$ cat config.mk
export PLATFORM = sky130hd
export DESIGN_NAME = pwd_mem_arbiter
export DESIGN_NICKNAME = d
export VERILOG_FILES = /design/src/rtl/pwd_mem_arbiter.sv
export SDC_FILE = /design/constraint.sdc
export NUM_CORES = 1
export LEC_CHECK = 0
export BUFFER_PORTS_ARGS = -buffer_cell sky130_fd_sc_hd__buf_2
export CORE_MARGIN = 3
export CORE_UTILIZATION = 45
export DETAILED_ROUTE_END_ITERATION = 8
export HOLD_SLACK_MARGIN = 0.12
export PLACE_DENSITY = 0.73
export SKIP_CTS_REPAIR_TIMING = 1
export SKIP_LAST_GASP = 1
export SYNTH_ARGS = -nofsm -noshare
export SYNTH_HDL_FRONTEND = slang
export SYNTH_SLANG_ARGS = --single-unit
$ cat constraint.sdc
create_clock -name clk -period 2.07 [get_ports clk]
set_input_delay 0.3105 -clock clk [delete_from_list [all_inputs] [get_ports clk]]
set_output_delay 0.3105 -clock clk [all_outputs]
set_load 0.02 [all_outputs]
$ cat src/rtl/pwd_mem_arbiter.sv
// Password memory arbiter: serialises reads/writes from N_REQ requesters onto
// one single-port memory, with round-robin arbitration and an RMW lock.
//
// Ports:
//   clk, rst        : clock, synchronous active-low reset
//   req/we/lock     : per-requester request, write flag, keep-ownership flag
//   addr/wdata      : packed per-requester address and write data
//   ack/err/rdata   : one-hot completion pulse, range error, read data
//   grant           : one-hot current owner (ISSUE through DONE)
//   mem_addr/mem_wren/mem_data/mem_q : memory side
module pwd_mem_arbiter #(
    parameter int N_REQ  = 2,
    parameter int ADDR_W = 16,
    parameter int DATA_W = 16,
    parameter int DEPTH  = 256,
    parameter int RD_LAT = 1
) (
    input  logic                      clk,
    input  logic                      rst,
    input  logic [N_REQ-1:0]          req,
    input  logic [N_REQ-1:0]          we,
    input  logic [N_REQ-1:0]          lock,
    input  logic [N_REQ*ADDR_W-1:0]   addr,
    input  logic [N_REQ*DATA_W-1:0]   wdata,
    output logic [N_REQ-1:0]          ack,
    output logic                      err,
    output logic [DATA_W-1:0]         rdata,
    output logic [N_REQ-1:0]          grant,
    output logic [ADDR_W-1:0]         mem_addr,
    output logic                      mem_wren,
    output logic [DATA_W-1:0]         mem_data,
    input  logic [DATA_W-1:0]         mem_q
);

    localparam int IDX_W = (N_REQ > 2) ? 2 : 1;

    // One extra bit so DEPTH == 2**ADDR_W still compares correctly.
    localparam logic [ADDR_W:0] DEPTH_L = (ADDR_W+1)'(DEPTH);
    localparam logic [1:0] LAST_WAIT = 2'(RD_LAT - 1);
    localparam logic [IDX_W:0] N_L = (IDX_W+1)'(N_REQ);
    localparam logic [IDX_W-1:0] LAST_IDX = IDX_W'(N_REQ - 1);

    typedef enum logic [1:0] {
        S_IDLE,
        S_ISSUE,
        S_WAIT,
        S_DONE
    } state_t;

    state_t            state;
    logic [IDX_W-1:0]  ptr;
    logic [IDX_W-1:0]  cur;
    logic              locked;
    logic              cur_we;
    logic              cur_oor;
    logic [1:0]        wait_cnt;

    logic              found;
    logic [IDX_W-1:0]  win;
    logic [IDX_W:0]    idx;
    logic [ADDR_W-1:0] sel_addr;
    logic [DATA_W-1:0] sel_wdata;
    logic              sel_oor;
    logic [IDX_W-1:0]  next_ptr;

    function automatic logic [N_REQ-1:0] onehot(input logic [IDX_W-1:0] i);
        logic [N_REQ-1:0] oh;
        oh    = '0;
        oh[i] = 1'b1;
        return oh;
    endfunction

    // Round-robin search upward from ptr. A held lock overrides the search
    // only while the owner is still requesting; otherwise the lock lapses
    // and the normal winner is used in the same cycle.
    always_comb begin
        found = 1'b0;
        win   = '0;
        idx   = '0;
        for (int k = 0; k < N_REQ; k++) begin
            idx = {1'b0, ptr} + (IDX_W+1)'(k);
            if (idx >= N_L) begin
                idx = idx - N_L;
            end
            if (!found && req[idx[IDX_W-1:0]]) begin
                found = 1'b1;
                win   = idx[IDX_W-1:0];
            end
        end
        if (locked && req[cur]) begin
            found = 1'b1;
            win   = cur;
        end
    end

    always_comb begin
        sel_addr  = addr[int'(win)*ADDR_W +: ADDR_W];
        sel_wdata = wdata[int'(win)*DATA_W +: DATA_W];
        sel_oor   = ({1'b0, sel_addr} >= DEPTH_L);
        next_ptr  = (cur == LAST_IDX) ? '0 : cur + IDX_W'(1);
    end

    always_ff @(posedge clk) begin
        if (!rst) begin
            state    <= S_IDLE;
            ptr      <= '0;
            cur      <= '0;
            locked   <= 1'b0;
            cur_we   <= 1'b0;
            cur_oor  <= 1'b0;
            wait_cnt <= '0;
            ack      <= '0;
            err      <= 1'b0;
            rdata    <= '0;
            grant    <= '0;
            mem_addr <= '0;
            mem_wren <= 1'b0;
            mem_data <= '0;
        end else begin
            ack      <= '0;
            err      <= 1'b0;
            mem_wren <= 1'b0;
            unique case (state)
                S_IDLE: begin
                    // Lock lives for exactly one IDLE; DONE re-arms it.
                    locked <= 1'b0;
                    if (found) begin
                        cur     <= win;
                        cur_we  <= we[win];
                        cur_oor <= sel_oor;
                        grant   <= onehot(win);
                        state   <= S_ISSUE;
                        // Memory strobes are registered here so they are
                        // visible during the ISSUE cycle.
                        if (!sel_oor) begin
                            mem_addr <= sel_addr;
                            if (we[win]) begin
                                mem_wren <= 1'b1;
                                mem_data <= sel_wdata;
                            end
                        end
                    end
                end
                S_ISSUE: begin
                    if (cur_oor || cur_we) begin
                        ack   <= onehot(cur);
                        err   <= cur_oor;
                        state <= S_DONE;
                    end else begin
                        wait_cnt <= '0;
                        state    <= S_WAIT;
                    end
                end
                S_WAIT: begin
                    if (wait_cnt == LAST_WAIT) begin
                        rdata <= mem_q;
                        ack   <= onehot(cur);
                        state <= S_DONE;
                    end else begin
                        wait_cnt <= wait_cnt + 2'd1;
                    end
                end
                S_DONE: begin
                    grant  <= '0;
                    locked <= lock[cur];
                    if (!lock[cur]) begin
                        ptr <= next_ptr;
                    end
                    state <= S_IDLE;
                end
                default: begin
                    state <= S_IDLE;
                end
            endcase
        end
    end

endmodule

==> reports/metrics.csv, run 1 <==
stage;metric;value;unit
outcome;status;completed;
setup_path;reg-to-reg endpoint;mem_addr[12];
setup_path;worst reg2reg path startpoint;state[0];
global_route;gr ovfl total;0;
yosys;Top FF cell, synth;dfxtp_1;
cells_and_area;Total Nets Final;586;
setup_path;worst path arrival time;2120;ps
timing;slew margin rel.;24.3;%
min_path;Hold Crit Endpoint;rdata[12];
power_and_ir_drop;P_leak;2.05;nW
timing;slack of the critical path;177;ps
yosys;biggest area consumer among synthesized cells;dfxtp_1;
yosys;Ys Warns;0;
setup_path;required time worst endpoint;2300;ps
power_and_ir_drop;pwr dens;893;nW/um^2
yosys;Netlist cell types;39;
routing;WL met3;444;microns
setup_path;Crit-path slowest cell;dfxtp_1;
setup_path;WP buf/inv;2;
setup_path;crit-path leading delay family;simple AND/OR/NAND/NOR gates;
timing;worst slew pin tran;1130;ps
timing;Pins Over Slew Limit;0;
setup_path;type of origin of the critical path;flop;
routing;Vias;3000;
timing;RSZ-0062 raised after global routing;no;
cts;Root Driver;clkbuf_8;
setup_path;CP Class;reg -> reg;
cells_and_area;register area;1260;sq um
floorplanning;Die Ht;88.8;microns
cts;CTS tree;yes;
cells_and_area;layout cells sized above 1;35.2;%
placement;Placer Congestion;0.837;
cells_and_area;final instance area;4050;sq um
min_path;HP Start;mem_q[12];
power_and_ir_drop;maximum vdd drop;0.000411;V
routing;WL per Instance;13.8;microns
placement;Post-DP HPWL;5830;microns
yosys;Syn Area/Cell;8.68;sq um
yosys;Mapped Nets;449;
floorplanning;num ports;142;
cts;CTS H-tree depth;3;
run;max_cap viols;0;
yosys;Syn Inst Count;355;
setup_path;r2r setup slk;180;ps
cts;clk_lat worst skew;340;ps
placement;placed cell areas;3850;sq um
floorplanning;Placeable Area;6490;sq um
yosys;Mapped Area;3080;sq um
timing;Fin Hold WS;204;ps
cells_and_area;Final Core Density;62.4;%
floorplanning;Starting Density;47.4;%
yosys;Synth async-reset ratio;0;%
timing;Final period util;91.5;%
yosys;Post-synth EDFFs;0;
cells_and_area;area of the multi-input gates;1670;sq um
timing;fin crit period;1890;ps
routing;DR vias/cell;5.23;
min_path;worst hold path type;in -> reg;
yosys;Commonest cells post-synth;71 x nand2_1, 63 x dfxtp_1, 25 x nor2_1;
floorplanning;Die Wd;88.8;microns
setup_path;crit end category;flop;
cts;clock-pin transition on the worst setup and hold timing paths;80;ps
global_route;initial antenna violation count;0;
placement;IO buf count;141;
global_route;vias in the first global route;2849;
routing;top sig layer;met4;
routing;M1 WL;3350;microns
setup_path;crit-path max FO;13;
cells_and_area;diode count;0;
cts;clk sinks;63;
yosys;ranking of synthesized cells by area;dfxtp_1 41%, nand2_1 8.6%, mux2i_1 6.5%;
setup_path;CP Launch Point;state[0];
timing;Setup violations, final;0;
yosys;number of synthesized register bits;63;
floorplanning;Site Rows;29;
min_path;Hold Path Depth;3;
routing;DRC;0;
global_route;largest net degree at the start of global routing;42;
setup_path;crit-path cells;inv_1 > ha_1 > o21a_1 > nand3_2 > mux2i_4 > buf_4 > and3b_1;
global_route;total global-route track usage;20.4;%
floorplanning;die area;7880;sq um
routing;1st-iter DRT viols;107;
cells_and_area;Area Overhead vs Synth;31.5;%
cells_and_area;fill count;587;
setup_path;crit-path max cell delay;340;ps
cts;total CTS buffers;9;
placement;setup slack after placement;104;ps
yosys;most numerous cell in the Yosys netlist;nand2_1;
timing;Final Skew;9.00;ps
cts;clk buf depth;2;
power_and_ir_drop;Overall Power;3.62;mW
timing;final hold violations;0;
global_route;first-pass GRT wire length;12700;microns
routing;routed wl met2;3980;microns
routing;Pre-Repair DR Iteration Count;4;
yosys;top cell type's share of synthesized area;40.9;%
routing;final WL;7910;microns
timing;setup TNS;0;ps
yosys;post-synthesis sequential area ratio;40.9;%
routing;post-route ant nets;0;
setup_path;cells on worst reg2reg path;7;
setup_path;CP Depth;7;
cells_and_area;post-route insts no fill;574;
placement;placed insts;558;
timing;achievable frequency;0.528;GHz
==> cells by family (layout without fill, tap and decap cells) <==
group | Yosys count | in the layout | share of synthesized area (%)
AND/OR/NAND/NOR | 157 | 157 | 24.6
AO/OA/AOI/OAI | 72 | 72 | 18.4
flip-flops | 63 | 63 | 40.9
buffers and inverters | 34 | 176 | 5.12
multiplexers | 23 | 23 | 8.44
adder cells (fa/ha/maj) | 6 | 6 | 2.44
==> worst max-delay path by stage <==
stage / to / slack [ps]
finish: mem_addr[12] / 180
global route: mem_addr[9] / 50
CTS: mem_addr[12] / 70
detailed placement: mem_addr[12] / 100
global placement: mem_addr[12] / 100
floorplan: mem_data[10] / 360
==> registers in the layout, summed over array words and instances (netlist names) <==
name      cells
ptr           1
err           1
cur           1
locked        1
mem_data     16
mem_wren      1
mem_addr     16
cur_oor       1
grant         2
cur_we        1
wait_cnt      2
state         2
rdata        16
ack           2
==> metal layers <==
layer	track usage [%]	up-vias
met5	0	-
met4	8.38	0
met3	5.21	13
met2	34.9	81
met1	24.2	1372
li1	-	1534
==> placed cells by master, fill, tap and decap left out, types with 2 or more instances in the layout <==
master and instances:
inv_1 8, nand3_2 2, nand4_1 2, nor2_1 25
or3_1 16, and2_1 3, o21ai_0 5, o31ai_1 16
mux2i_1 20, nor3b_1 2, buf_2 141, nor4_1 4
a22oi_1 2, clkinvlp_4 2, clkbuf_8 9, o2111a_1 8
dfxtp_1 63, and3_1 18, mux2i_4 2, nor2b_1 2
nand2_1 71, a21boi_0 10, a21oi_1 8, nor3_1 2
buf_4 9, clkinv_2 2, ha_1 6, and3b_1 7
a22o_1 16
==> final cells by class <==
type	count	area share, %
inverter	9	0.833
timing repair buffer	151	19.6
tap	77	2.38
clock buffer	9	3.06
multi-input combinational	258	41.3
sequential	63	31.1
clock inverter	7	1.79
==> where the power goes <==
| part | internal, mW | total, mW | switching (mW) |
|---|---|---|---|
| Clock | 0.557 | 1.06 | 0.504 |
| Combinational | 0.469 | 1.14 | 0.670 |
| Sequential | 1.34 | 1.42 | 0.0791 |
==> tightest hold or removal path, cell delays in order <==
cell and delay (ps):
buf_2 100, nand2_1 50, a21oi_1 50
(Power assumes the default switching activity.)
==> run 2: changes to the inputs <==
--- a/config.mk
+++ b/config.mk
@@ -10,7 +10,7 @@
 export CORE_UTILIZATION = 45
 export DETAILED_ROUTE_END_ITERATION = 8
 export HOLD_SLACK_MARGIN = 0.12
-export PLACE_DENSITY = 0.73
+export PLACE_DENSITY = 0.77
 export SKIP_CTS_REPAIR_TIMING = 1
 export SKIP_LAST_GASP = 1
 export SYNTH_ARGS = -nofsm -noshare
==> run 2 against run 1 <==
  * Utilization up 0.19 points
  * Combinational power about the same
  * Wire length down 0.97%
  * Cell count up 0.17%
  * Non-clock buffer count up 1
  * Critical endpoint is now mem_data[7]
  * Via count up 0.20%
  * Largest cell class unchanged
  * Largest power group unchanged
  * Highest routed layer unchanged
  * Total power up 3.5%
  * Register-to-register slack better by 30 ps
==> reports/metrics.csv, run 2 (synthesis gave the netlist of run 1 again) <==
stage;metric;value;unit;change
timing;setup TNS;0;ps;unchanged
setup_path;type of origin of the critical path;flop;;
cts;CTS tree;yes;;
global_route;first-pass GRT wire length;12400;microns;-2.1%
routing;DR vias/cell;5.23;;about the same
global_route;vias in the first global route;2775;;-2.6%
cts;total CTS buffers;9;;unchanged
cts;clk sinks;63;;unchanged
power_and_ir_drop;P_leak;2.06;nW;+0.84%
setup_path;worst reg2reg path startpoint;state[0];;
cts;clock-pin transition on the worst setup and hold timing paths;70;ps;about the same
min_path;HP Start;mem_q[15];;
setup_path;required time worst endpoint;2280;ps;-20 ps
timing;achievable frequency;0.536;GHz;+1.5%
timing;slack of the critical path;205;ps;+28.3 ps
cells_and_area;post-route insts no fill;575;;+0.17%
floorplanning;num ports;142;;unchanged
timing;Final period util;90.1;%;-1.4 points
setup_path;r2r setup slk;210;ps;+30 ps
floorplanning;Die Wd;88.8;microns;unchanged
routing;WL per Instance;13.6;microns;-1.1%
global_route;total global-route track usage;20.2;%;-0.18 points
routing;Vias;3006;;+0.20%
timing;RSZ-0062 raised after global routing;no;;
placement;setup slack after placement;142;ps;+37.6 ps
global_route;initial antenna violation count;0;;unchanged
cells_and_area;Total Nets Final;587;;+0.17%
placement;Placer Congestion;0.801;;-4.3%
cts;CTS H-tree depth;3;;unchanged
setup_path;crit end category;flop;;
floorplanning;Placeable Area;6490;sq um;unchanged
cells_and_area;Top Registers;mem_addr: 16 flops, mem_data: 16 flops, rdata: 16 flops;;
cells_and_area;diode count;0;;unchanged
setup_path;crit-path leading delay family;multiplexers;;
setup_path;Crit-path slowest cell;mux2_4;;
floorplanning;Die Ht;88.8;microns;unchanged
timing;Setup violations, final;0;;unchanged
global_route;largest net degree at the start of global routing;42;;unchanged
cts;clk buf depth;2;;unchanged
timing;fin crit period;1860;ps;-28.3 ps
cells_and_area;commonest cells after routing, fill and taps aside;141 x buf_2, 71 x nand2_1, 63 x dfxtp_1;;
placement;Post-DP HPWL;5780;microns;-0.95%
setup_path;WP buf/inv;2;;unchanged
timing;Final Skew;9.72;ps;+0.723 ps
min_path;worst hold path type;in -> reg;;
placement;IO buf count;141;;unchanged
cells_and_area;most common cell after layout, fill and taps aside;buf_2;;
timing;final hold violations;0;;unchanged
routing;Pre-Repair DR Iteration Count;4;;unchanged
cells_and_area;Area Overhead vs Synth;32.0;%;
setup_path;crit-path cells;inv_1 > ha_1 > o21a_1 > buf_4 > nand4_1 > mux2_4 > mux2i_1;;
setup_path;CP Class;reg -> reg;;
timing;slew margin rel.;24.9;%;+0.60 points
timing;Fin Hold WS;206;ps;+2.85 ps
cts;Root Driver;clkbuf_8;;
floorplanning;die area;7880;sq um;unchanged
routing;1st-iter DRT viols;86;;-20%
setup_path;worst path arrival time;2070;ps;-50 ps
setup_path;reg-to-reg endpoint;mem_data[7];;
setup_path;crit-path max cell delay;420;ps;+80 ps
timing;worst slew pin tran;1120;ps;-9.01 ps
min_path;Hold Path Depth;3;;unchanged
power_and_ir_drop;maximum vdd drop;0.000429;V;+4.3%
timing;Pins Over Slew Limit;0;;unchanged
cts;clk_lat worst skew;330;ps;about the same
setup_path;cells on worst reg2reg path;7;;unchanged
outcome;status;completed;;
power_and_ir_drop;pwr dens;921;nW/um^2;+3.2%
cells_and_area;fill count;584;;-0.51%
cells_and_area;layout cells sized above 1;34.5;%;-0.67 points
min_path;Hold Crit Endpoint;rdata[15];;
routing;post-route ant nets;0;;unchanged
global_route;gr ovfl total;0;;unchanged
floorplanning;Site Rows;29;;unchanged
run;max_cap viols;0;;unchanged
placement;placed insts;558;;unchanged
setup_path;crit-path max FO;17;;+4
routing;final WL;7840;microns;-0.97%
floorplanning;Starting Density;47.4;%;unchanged
routing;DRC;0;;unchanged
-- run 2: final cells by class --
type	count	area (sq um)	share of cell area [%]
tap	77	96.3	2.37
clock inverter	3	65.1	1.60
clock buffer	13	159	3.91
multi-input combinational	258	1660	40.9
sequential	63	1260	31.0
timing repair buffer	152	788	19.4
inverter	9	33.8	0.831
-- run 2: worst max-delay path by stage --
stage | slack, ps | end | from | depth (start not counted)
final | 210 | mem_data[7] | state[0] | 7
after detailed placement | 140 | mem_addr[0] | addr[30] | 6
after global routing | 90 | mem_data[5] | state[0] | 7
after global placement | 170 | mem_addr[7] | state[0] | 7
after CTS | 130 | mem_addr[6] | state[0] | 7
after floorplan | 360 | mem_data[10] | state[0] | 8
-- run 2: report_power, final --
group	leakage, nW	internal [mW]	switching (mW)	total [mW]
logic	1.44	0.463	0.666	1.13
clock network	0.114	0.743	0.451	1.19
registers	0.510	1.34	0.0800	1.42
total	2.06	2.55	1.20	3.74
-- run 2: routing by layer --
metal / up-vias / wire (microns) / GRT usage [%]
met2: 93 / 4000 / 36.4
met3: 12 / 483 / 4.38
li1: 1528 / - / -
met1: 1373 / 3210 / 22.9
met4: 0 / 142 / 8.65
met5: - / 0 / 0
-- run 2: tightest hold or removal path: cells and delay by family --
family	cells	cell delay, ps
buf+inv	1	90
simple gates	1	40
compound gates	1	50
-- run 2: stage by stage --
| stage | util [%] | cell area (sq um) | power (mW) |
|---|---|---|---|
| after floorplan | - | 3080 | 2.23 |
| after global placement | 59.0 | 3830 | 2.55 |
| after detailed placement | 59.0 | 3830 | 2.58 |
| after CTS | 62.5 | 4060 | 3.78 |
| after global routing | 62.6 | 4070 | 3.99 |
| final | 62.6 | 4070 | 3.74 |
